`config.mk`:
```
export PLATFORM = sky130hd
export DESIGN_NAME = btn_transition_gen
export DESIGN_NICKNAME = d
export VERILOG_FILES = /design/src/rtl/btn_transition_gen.sv
export SDC_FILE = /design/constraint.sdc
export NUM_CORES = 1
export LEC_CHECK = 0
export ABC_AREA = 1
export BUFFER_PORTS_ARGS = -buffer_cell sky130_fd_sc_hd__clkbuf_2
export CAP_MARGIN = 20
export CORE_MARGIN = 3
export CORE_UTILIZATION = 55
export DETAILED_ROUTE_END_ITERATION = 8
export PLACE_DENSITY = 0.69
export REMOVE_ABC_BUFFERS = 1
export SLEW_MARGIN = 20
export SYNTH_ARGS = -nofsm -noshare
export SYNTH_HDL_FRONTEND = slang
export SYNTH_SLANG_ARGS = --single-unit
```
`constraint.sdc`:
```
create_clock -name CLK -period 2.3 [get_ports CLK]
set_input_delay 0.23 -clock CLK [delete_from_list [all_inputs] [get_ports CLK]]
set_output_delay 0.23 -clock CLK [all_outputs]
set_load 0.005 [all_outputs]
```
`src/rtl/btn_transition_gen.sv`:
```
// btn_transition_gen: synchronises and debounces a raw push-button and emits
// a one-cycle `transition` pulse per press, with optional auto-repeat while
// the button is held. Also reports the debounced level and a release pulse.
//
// Output handshake: `transition` and `release_pulse` are single-cycle strobes
// with no back-pressure; a consumer samples them on every posedge CLK and
// must act on each high cycle. They are never high together, and
// `transition` is never high on two consecutive cycles.
module btn_transition_gen #(
    parameter int DEBOUNCE_CYCLES = 500000,
    parameter int REPEAT_EN       = 1,
    parameter int REPEAT_DELAY    = 25000000,
    parameter int REPEAT_PERIOD   = 5000000,
    parameter int BTN_ACTIVE_LOW  = 1
) (
    input  logic       CLK,
    input  logic       RST,
    input  logic       btn_in,
    output logic       transition,
    output logic       pressed,
    output logic       release_pulse,
    output logic [2:0] state_dbg
);

    localparam logic [2:0] IDLE         = 3'd0;
    localparam logic [2:0] PRESS_WAIT   = 3'd1;
    localparam logic [2:0] HELD         = 3'd2;
    localparam logic [2:0] REPEAT       = 3'd3;
    localparam logic [2:0] RELEASE_WAIT = 3'd4;

    localparam int MAX_AB = (DEBOUNCE_CYCLES > REPEAT_DELAY) ? DEBOUNCE_CYCLES : REPEAT_DELAY;
    localparam int MAX_C  = (MAX_AB > REPEAT_PERIOD) ? MAX_AB : REPEAT_PERIOD;
    localparam int CW     = $clog2(MAX_C) + 1;

    localparam logic [CW-1:0] DB_LAST  = CW'(DEBOUNCE_CYCLES - 1);
    localparam logic [CW-1:0] RD_LAST  = CW'(REPEAT_DELAY - 1);
    localparam logic [CW-1:0] RP_LAST  = CW'(REPEAT_PERIOD - 1);
    localparam logic [CW-1:0] CNT_ONE  = CW'(1);
    localparam logic [CW-1:0] CNT_MAX  = {CW{1'b1}};

    localparam logic BTN_IDLE  = (BTN_ACTIVE_LOW != 0) ? 1'b1 : 1'b0;
    localparam logic REPEAT_ON = (REPEAT_EN != 0);

    // Synchroniser chain plus a registered, active-high button level.
    logic sync1_q, sync1_d;
    logic sync2_q, sync2_d;
    logic btn_s_q, btn_s_d;

    logic [2:0]    state_q, state_d;
    logic [CW-1:0] cnt_q, cnt_d;
    logic          transition_q, transition_d;
    logic          pressed_q, pressed_d;
    logic          release_q, release_d;

    // Next values for the synchroniser and the normalised button level.
    always_comb begin
        sync1_d = btn_in;
        sync2_d = sync1_q;
        btn_s_d = (BTN_ACTIVE_LOW != 0) ? ~sync2_q : sync2_q;
    end

    // Debounce / repeat state machine; the counter clears on every state change.
    always_comb begin
        state_d      = state_q;
        cnt_d        = cnt_q;
        transition_d = 1'b0;
        release_d    = 1'b0;
        pressed_d    = pressed_q;
        case (state_q)
            IDLE: begin
                if (btn_s_q) begin
                    state_d = PRESS_WAIT;
                    cnt_d   = '0;
                end
            end
            PRESS_WAIT: begin
                if (!btn_s_q) begin
                    state_d = IDLE;
                    cnt_d   = '0;
                end else if (cnt_q == DB_LAST) begin
                    state_d      = HELD;
                    cnt_d        = '0;
                    transition_d = 1'b1;
                    pressed_d    = 1'b1;
                end else begin
                    cnt_d = cnt_q + CNT_ONE;
                end
            end
            HELD: begin
                if (!btn_s_q) begin
                    state_d = RELEASE_WAIT;
                    cnt_d   = '0;
                end else if (REPEAT_ON && (cnt_q == RD_LAST)) begin
                    state_d      = REPEAT;
                    cnt_d        = '0;
                    transition_d = 1'b1;
                end else if (cnt_q != CNT_MAX) begin
                    // Saturates when repeat is disabled so the count never wraps.
                    cnt_d = cnt_q + CNT_ONE;
                end
            end
            REPEAT: begin
                if (!btn_s_q) begin
                    state_d = RELEASE_WAIT;
                    cnt_d   = '0;
                end else if (cnt_q == RP_LAST) begin
                    cnt_d        = '0;
                    transition_d = 1'b1;
                end else begin
                    cnt_d = cnt_q + CNT_ONE;
                end
            end
            RELEASE_WAIT: begin
                if (btn_s_q) begin
                    // Release bounce: back to HELD, the repeat delay starts over.
                    state_d = HELD;
                    cnt_d   = '0;
                end else if (cnt_q == DB_LAST) begin
                    state_d   = IDLE;
                    cnt_d     = '0;
                    pressed_d = 1'b0;
                    release_d = 1'b1;
                end else begin
                    cnt_d = cnt_q + CNT_ONE;
                end
            end
            default: begin
                state_d   = IDLE;
                cnt_d     = '0;
                pressed_d = 1'b0;
            end
        endcase
    end

    // State registers; synchronous active-low reset has priority.
    always_ff @(posedge CLK) begin
        if (!RST) begin
            sync1_q      <= BTN_IDLE;
            sync2_q      <= BTN_IDLE;
            btn_s_q      <= 1'b0;
            state_q      <= IDLE;
            cnt_q        <= '0;
            transition_q <= 1'b0;
            pressed_q    <= 1'b0;
            release_q    <= 1'b0;
        end else begin
            sync1_q      <= sync1_d;
            sync2_q      <= sync2_d;
            btn_s_q      <= btn_s_d;
            state_q      <= state_d;
            cnt_q        <= cnt_d;
            transition_q <= transition_d;
            pressed_q    <= pressed_d;
            release_q    <= release_d;
        end
    end

    assign transition    = transition_q;
    assign pressed       = pressed_q;
    assign release_pulse = release_q;
    assign state_dbg     = state_q;

endmodule
```
==> flow_summary.toml <==
[clock_tree]
cts_buffers = 5
cts_hold_buf = 0
cts.sinks = 35
clk_pin_slew_worst_paths_ns = 0.07
clock_path_buffers = 2
postCtsSetupBuffers = 0
htree_levels = 2
cts_root_buf = "clkbuf_8"
clk_latency_ns = 0.29
cts_tree = "built"
cts_resized = 0

[floorplanning]
io_pins = 9
fp.dieArea_um2 = 5450
coreArea_um2 = 4410
die_h_um = 73.8
start_util_pct = 57.3
fp-row-count = 24
die_w_um = 73.8

[worst_setup_path]
end_kind = "register"
critPathMaxFanout = 13
critPathSlowestCell = "dfxtp_1"
cp-start-kind = "register"
crit_chain = "ha_1 > nand2_2 > nor2_2 > nand2_1 > nor2_1 > nand2_1 > nand2_1 > nand2_1 > nor2_2 > nand2_2 > buf_4 > nand3_1 > nor2_1"
path_class = "register to register"
worstPathRequired_ns = 2.49
cpMostUsedCell = "nand2_1"
slowest_delay_ns = 0.37
cp.arrival_ns = 2.27

[power_and_ir_drop]
pwr-share-seq_pct = 39.3
total_power_mw = 1.84
powerDensity_nw_per_um2 = 685
ir_worst_vdd_uv = 337
p_sw_share_pct = 41.4
leakage_nw = 1.11
internal-power_mw = 1.08
power_frac_comb_pct = 35.7
p_sw_uw = 763
p_clk_share_pct = 24.9

[grt]
grt_first_pass_wirelength_um = 10900
grt_antenna_before_repair = 0
grt_use_total_pct = 25.5
grt_max_degree = 21
grt_pass1_vias = 2342
grt_overflow = 0

[synth]
syn_area_um2 = 2530
synth_common_cells = "nand2_1 (131), nor2_1 (86), inv_1 (49)"
yosys.area.top_type_share_pct = 27.7
synthFlopType = "dfxtp_1"
seq_area_frac_synth_pct = 27.7
synth_warnings = 0
synth_top_area_cell = "dfxtp_1"
yosys.cell_count.top_type = "nand2_1"
netlist_instances = 435
synthArstFlopShare_pct = 0
synth_edf_count = 0
avgSynthCellArea_um2 = 5.82
synth.area.top_cells = "dfxtp_1 (28%), nand2_1 (19%), nor2_1 (13%), nand3_1 (7.5%), inv_1 (7.3%)"
ys_seq_elements = 35
yosysUniqueCellTypes = 28

[job]
cap_viol_max_count = 0

[timing]
period_share_pct = 90.4
fin_setup_tns_ns = 0
slew_violations = 0
fin_crit_ns = 2.08
rsz0062_at_grt = "false"
setup_violations = 0
hold_ws_ns = 0.129
clock_skew_ns = 0.00676
slew_headroom_pct = 72.7
fmax_mhz = 481
worst_slew_pin_slew_ns = 0.407
hold_viol = 0

[layout]
nNetsFinal = 450
final_cells = 498
antennaDiodeCount = 0
area_growth_pct = 6.43
drive_above_1_share_pct = 10.8

[status]
outcome = "complete, no violations"

[route]
remaining_drc_errors = 0
wl_um = 6330
ant_nets = 0
via_count = 2657
drtPass1Iterations = 5
via_per_inst = 5.34
drt_iter0_markers = 231
routedWlPerCell_um = 12.7

[placed_design]
io_buffers = 8
placedCellCount = 491
hpwl_um = 4820
globalplace.congestion = 0.881

[min_path]
hold_class = "input pin to register"
## path summary, 6_finish.rpt
| path | from | end | slack [ns] | cells past startpoint |
|---|---|---|---|---|
| hold reg to reg | sync2_q | btn_s_q | 0.39 | 1 |
| hold / removal | btn_in | sync1_q | 0.13 | 2 |
| setup reg to reg | cnt_q[0] | cnt_q[18] | 0.22 | 13 |
| setup / recovery | cnt_q[0] | cnt_q[18] | 0.22 | 13 |
## flip-flops by register name (all words and copies together), names as in the netlist
name           flops
state_dbg          3
pressed            1
sync2_q            1
sync1_q            1
transition         1
btn_s_q            1
cnt_q             26
release_pulse      1
## stage by stage
step | utilization (%) | setup WS (ns) | instance area [um^2]
final | 61.0 | 0.222 | 2690
after global routing | 61.0 | 0.0185 | 2690
after CTS | 61.0 | 0.202 | 2690
after floorplan | - | 0.244 | 2460
after global placement | 59.0 | 0.263 | 2600
after detailed placement | 59.0 | 0.212 | 2600
## cell usage in the layout, fill, tap and decap left out
cell type	count
nor3_1	8
clkbuf_8	6
clkinv_2	1
nand2_1	131
ha_1	1
inv_2	2
buf_4	5
nor2_1	85
xor2_1	3
dfxtp_1	35
nand3b_1	3
nor4_1	3
nor2_8	1
a21oi_1	15
inv_1	49
o21bai_1	2
or2_2	3
clkbuf_2	8
nand3_1	38
nand2_2	7
nor2_4	4
nor3_4	1
xnor2_1	1
nor2_2	9
o221ai_1	1
nand4_1	14
nand3_2	1
o21ai_0	9
## per-layer routing
layer	track usage [%]	wire length (um)	vias up
met5	0	0	-
met4	4.63	31	0
met3	4.10	300	4
met2	39.8	2750	73
met1	37.2	3250	1189
li1	-	-	1391
## layout make-up
class	count	area [um^2]
inverters	51	191
clock inverters	1	5.00
fillers	445	1720
repair buffers	13	77.6
flip-flops and latches	35	701
well taps	52	65.1
multi-input cells	340	1570
clock buffers	6	82.6
## power groups by stage
stage	logic [mW]	registers, mW	clock network [mW]
finish	0.659	0.725	0.460
floorplan	0.433	0.729	0
detailed placement	0.645	0.740	0
global placement	0.648	0.738	0
CTS	0.648	0.725	0.478
global route	0.732	0.734	0.504
## worst max-delay path, delay by kind of cell (launching register included)
family                     cells  cell delay [ns]
adders and majority gates      1             0.23
buffers and inverters          1             0.20
DFF                            1             0.37
and+or+nand+nor               11             1.18
## cell families after synthesis
| kind of cell | Yosys count | synth area share, % |
|---|---|---|
| adder cells (fa/ha/maj) | 1 | 0.494 |
| AND/OR/NAND/NOR | 308 | 54.4 |
| flip-flops | 35 | 27.7 |
| buffers and inverters | 60 | 10.3 |
| XOR/XNOR | 4 | 1.38 |
| AO/OA/AOI/OAI | 27 | 5.68 |
Power figures use the tool's default switching activity.
